## src/rtl/icache_loader.sv

```systemverilog
// icache_loader: loads a program image from a byte stream into the ICache and
// holds the CPU until the image has been written completely.
//
// Ports:
//   clk, rst                  clock, asynchronous active-high reset
//   start                     one-cycle pulse that begins a new load
//   byte_valid, byte_data     incoming stream byte
//   byte_ready                loader accepts a byte this cycle
//   write_enable              one-cycle ICache write strobe
//   write_instruction_index   ICache write index
//   write_instruction         16-bit instruction to write
//   hold                      1 while the CPU must stay stalled
//   done                      last load completed, CPU released
//   error                     last load rejected (length too large)
module icache_loader #(
    parameter int unsigned BASE_INDEX = 0,
    parameter int unsigned DEPTH      = 256
) (
    input  logic        clk,
    input  logic        rst,
    input  logic        start,
    input  logic        byte_valid,
    input  logic [7:0]  byte_data,
    output logic        byte_ready,
    output logic        write_enable,
    output logic [31:0] write_instruction_index,
    output logic [15:0] write_instruction,
    output logic        hold,
    output logic        done,
    output logic        error
);

    typedef enum logic [2:0] {
        S_IDLE,
        S_LEN_LO,
        S_LEN_HI,
        S_DATA_LO,
        S_DATA_HI,
        S_FLUSH,
        S_DONE,
        S_ERROR
    } state_t;

    state_t      state_q;
    state_t      state_d;
    logic [15:0] length_q;
    logic [15:0] count_q;
    logic [7:0]  lo_q;
    logic        accept;
    logic [15:0] len_full;

    assign accept   = byte_valid && byte_ready;
    // Full length as it will be once the high byte in flight is taken.
    assign len_full = {byte_data, length_q[7:0]};

    always_ff @(posedge clk or posedge rst) begin
        if (rst) begin
            state_q <= S_IDLE;
        end else begin
            state_q <= state_d;
        end
    end

    always_comb begin
        state_d    = state_q;
        byte_ready = 1'b0;
        hold       = 1'b1;
        done       = 1'b0;
        error      = 1'b0;
        unique case (state_q)
            S_IDLE: begin
                if (start) state_d = S_LEN_LO;
            end
            S_LEN_LO: begin
                byte_ready = 1'b1;
                if (accept) state_d = S_LEN_HI;
            end
            S_LEN_HI: begin
                byte_ready = 1'b1;
                if (accept) begin
                    if (len_full == 16'd0)
                        state_d = S_DONE;
                    else if ({16'd0, len_full} > DEPTH)
                        state_d = S_ERROR;
                    else
                        state_d = S_DATA_LO;
                end
            end
            S_DATA_LO: begin
                byte_ready = 1'b1;
                if (accept) state_d = S_DATA_HI;
            end
            S_DATA_HI: begin
                byte_ready = 1'b1;
                if (accept) begin
                    if (count_q + 16'd1 == length_q)
                        state_d = S_FLUSH;
                    else
                        state_d = S_DATA_LO;
                end
            end
            S_FLUSH: begin
                state_d = S_DONE;
            end
            S_DONE: begin
                done = 1'b1;
                hold = 1'b0;
                if (start) state_d = S_LEN_LO;
            end
            S_ERROR: begin
                error = 1'b1;
                if (start) state_d = S_LEN_LO;
            end
            default: begin
                state_d = S_IDLE;
            end
        endcase
    end

    always_ff @(posedge clk or posedge rst) begin
        if (rst) begin
            length_q                <= 16'd0;
            count_q                 <= 16'd0;
            lo_q                    <= 8'd0;
            write_enable            <= 1'b0;
            write_instruction_index <= 32'd0;
            write_instruction       <= 16'd0;
        end else begin
            write_enable <= 1'b0;
            if (accept) begin
                unique case (state_q)
                    S_LEN_LO: begin
                        length_q[7:0] <= byte_data;
                    end
                    S_LEN_HI: begin
                        length_q[15:8] <= byte_data;
                        count_q        <= 16'd0;
                    end
                    S_DATA_LO: begin
                        lo_q <= byte_data;
                    end
                    S_DATA_HI: begin
                        write_enable            <= 1'b1;
                        write_instruction_index <= BASE_INDEX + {16'd0, count_q};
                        write_instruction       <= {byte_data, lo_q};
                        count_q                 <= count_q + 16'd1;
                    end
                    default: begin
                    end
                endcase
            end
        end
    end

endmodule
```

## config.mk

```make
export PLATFORM = sky130hd
export DESIGN_NAME = icache_loader
export DESIGN_NICKNAME = d
export VERILOG_FILES = /design/src/rtl/icache_loader.sv
export SDC_FILE = /design/constraint.sdc
export NUM_CORES = 1
export LEC_CHECK = 0
export ABC_CLOCK_PERIOD_IN_PS = 2900
export CORE_MARGIN = 5
export CORE_UTILIZATION = 54
export CTS_BUF_LIST = sky130_fd_sc_hd__clkbuf_16
export CTS_CLUSTER_DIAMETER = 150
export CTS_CLUSTER_SIZE = 20
export DETAILED_ROUTE_END_ITERATION = 12
export PLACE_DENSITY = 0.79
export SLEW_MARGIN = 20
export SYNTH_ARGS = -nofsm -noshare
export SYNTH_HDL_FRONTEND = slang
export SYNTH_SLANG_ARGS = --single-unit
```

## constraint.sdc

```tcl
create_clock -name clk -period 2.9 [get_ports clk]
set_input_delay 0.725 -clock clk [delete_from_list [all_inputs] [get_ports clk]]
set_output_delay 0.725 -clock clk [all_outputs]
set_load 0.01 [all_outputs]
```

==> run metrics <==
kind of critical path register to output port; Mean Syn Cell Area 9.47 um2; Critical-path top delay cell sky130_fd_sc_hd__clkdlybuf4s50_1; Tightest Hold Check Type register to register; Post CTS Setup Buffer Count 0; internal power contribution between 2000 and 3000 uW; synthesis warning total 0; via count of the first global-routing pass 3020; global route total overflow 0; ys flop type sky130_fd_sc_hd__dfrtp_1; Starting Density 55.3%; CP required around 2.2 ns; pin count of the biggest net entering global routing slightly below 50; number of buffers on the longest clock path 2; count of nets after finishing around 470; maximum clock skew at final layout around 0.0057 ns; Final Setup Violations 0; hold buffer count at CTS 0; highest cell delay on the worst timing path 0.55 ns; highest achievable clock rate around 370 MHz; insertion delay to the later sink of the worst-skew pair 0.33 ns; Post-Route WL approximately 9000 um; final hold vios 0; top fanout value on the critical path 12; H-tree depth reported by CTS 3; Synth Register Bits 76; I/O pin count 65; unrepaired setup endpoints after global routing false; total CTS buffers 9; number of distinct library cells after synthesis 50; Detail Route Antenna Nets 0; P_sw 1360 uW; total track usage between 20% and 30%; Post-route DRC 0; top cells by area, synth sky130_fd_sc_hd__dfrtp_1 (48%), sky130_fd_sc_hd__nand2_1 (11%), sky130_fd_sc_hd__mux2_2 (7.1%); Pwr per Cell Area just over 900 mW/mm2; register area between 0.0015 and 0.002 mm2; core area ~0.0072 mm2; setup tns final 0 ns; height of the die between 90 and 100 um; sequential cell fraction of total power between 30% and 40%; crit path time final 2.72 ns; via density per instance approximately 5.5; max-slew violation count 0; Clock Power Share 28.5%; antenna violations before repair 0; CTS tree built; Pre-Repair DR Iteration Count 5; Synth Instances between 400 and 500; Site Rows 31; Async SR Flop Fraction 100%; worst path cell trace nor2_1 -> xnor2_1 -> clkdlybuf4s50_1; layout-stage area growth over the synthesis result 19.2%; sequential area share after synthesis 47.7%; worst endpoint data arrival time 2.00 ns; measured slew at the worst slew-check pin 0.816 ns; area occupied by multi-input gates between 0.0015 and 0.002 mm2; routability congestion estimate from global placement approximately 0.86; Critical Path End Type output port; commonest non-fill, non-tap cell in the layout sky130_fd_sc_hd__nand2_1; Antenna Diode Count 0; Routed WL per cell around 16 um; library cell occupying the most area in the post-synthesis netlist sky130_fd_sc_hd__dfrtp_1; final cycle utilization of the critical path between 90% and 100%; number of enable flip-flop cells after synthesis 0; via count about 3100; commonest non-fill, non-tap cells in the layout sky130_fd_sc_hd__nand2_1 (116), sky130_fd_sc_hd__dfrtp_1 (76), sky130_fd_sc_hd__clkdlybuf4s50_1 (48); clock root cell sky130_fd_sc_hd__clkbuf_16; fill cell instance count of the final layout a little under 600; static leakage power 0.00221 uW; Yosys top cell area share ~48%; switching share of power a little under a third; first-pass GRT wire length between 10000 and 15000 um; Worst slew margin 45.4%; Syn Std Cell Area ~0.0040 mm2; kind of start point of the critical path register; PostCTS Resize Cnt 0; maximum vdd drop around 560 uV; Maximum Capacitance Violations 0; status complete, no violations; share of post-route cells with drive strength above 1 between 10% and 20%; number of sinks on the clock net 76; I/O Buffers 48; Final HPWL DP about 6200 um; count of routing violations after the opening detailed-route iteration around 220; register clock-pin slew on the reported worst setup and hold paths approximately 0.06 ns; die area just over 0.009 mm2; Logic pwr share between 30 and 40%; floorplan die width roughly 96 um; final core area utilization between 60% and 70%
[final timing paths]
path / from / endpoint / slack, ns / cells past startpoint
worst min register to register: write_instruction_index[14]$_DFFE_PP0P_ / write_instruction_index[14]$_DFFE_PP0P_ / 0.47 / 2
max in group asynchronous: rst / length_q[3]$_DFFE_PP0P_ / 1.62 / 3
worst min-delay path: write_instruction_index[14]$_DFFE_PP0P_ / write_instruction_index[14]$_DFFE_PP0P_ / 0.47 / 2
min in group asynchronous: rst / write_enable$_DFF_PP0_ / 0.78 / 3
worst max-delay path: state_q[1]$_DFFE_PP0P_ / byte_ready / 0.18 / 3
worst max register to register: count_q[1]$_DFFE_PP0P_ / state_q[2]$_DFFE_PP0P_ / 0.58 / 7
[Yosys cell counts, drive strengths merged (5+ instances only)]
cell type  instances
buf               22
nand2            116
xor2              10
dfrtp             76
nor2              19
nor4               6
inv                8
a31oi              5
o21ai             30
nand4             10
clkbuf            21
mux2              25
o31ai              6
xnor2             17
and3               6
nand3             10
[power groups by stage]
stage / clock network [uW] / registers, uW / logic, uW
floorplan: 0 / 1650 / 934
global placement: 0 / 1690 / 1360
detailed placement: 0 / 1700 / 1400
CTS: 1250 / 1700 / 1420
global route: 1300 / 1750 / 1550
finish: 1240 / 1700 / 1400
[cells by family (layout without fill, tap and decap cells)]
kind of cell,after synthesis,count (layout),synth area share [%]
simple gates,186,186,22.0
mux,26,26,7.31
compound gates,52,52,7.82
xor+xnor,28,28,6.50
flops,76,76,47.7
buf+inv,51,80,8.25
other cells,1,16,0.0941
fa+ha+maj,1,1,0.314
[per-stage QoR]
step           cell area, um2  total power [uW]  instances  worst slack, ns  hold WS, ns
2_1_floorplan            4040              2580        436            0.237        0.433
3_3_place_gp             4420              3050        549            0.393        0.443
3_5_place_dp             4420              3100        549            0.357        0.457
4_1_cts                  4750              4360        564            0.182        0.470
5_1_grt                  4750              4600        564           0.0688        0.492
6_report                 4750              4340        564            0.179        0.470
[worst max-delay path, delay by kind of cell (launching register included)]
kind / cells / cell delay (ns)
DFF: 1 / 0.51
and+or+nand+nor: 1 / 0.43
xor gates and xnor gates: 1 / 0.17
buffers and inverters: 1 / 0.55
[flip-flops by register name, indices dropped and copies added (netlist names)]
name                     count
length_q                    16
write_enable                 1
lo_q                         8
write_instruction           16
count_q                     16
state_q                      3
write_instruction_index     16
[area by class of cell]
type                       instances  share of cell area [%]
sequential                        76                    40.0
multi-input combinational        309                    38.2
timing repair buffer              57                    11.5
clock buffer                       9                    4.74
tap                               99                    2.61
clock inverter                     6                    2.24
inverter                           8                   0.632
[routing by layer]
metal / vias up / wire [um] / GRT usage [%]
met2: 123 / 4360 / 35.0
met4: 0 / 124 / 7.46
met3: 11 / 599 / 5.16
met5: - / 0 / 0
met1: 1483 / 3940 / 28.0
li1: 1469 / - / -
No activity file was read; power rests on OpenSTA's default activity.
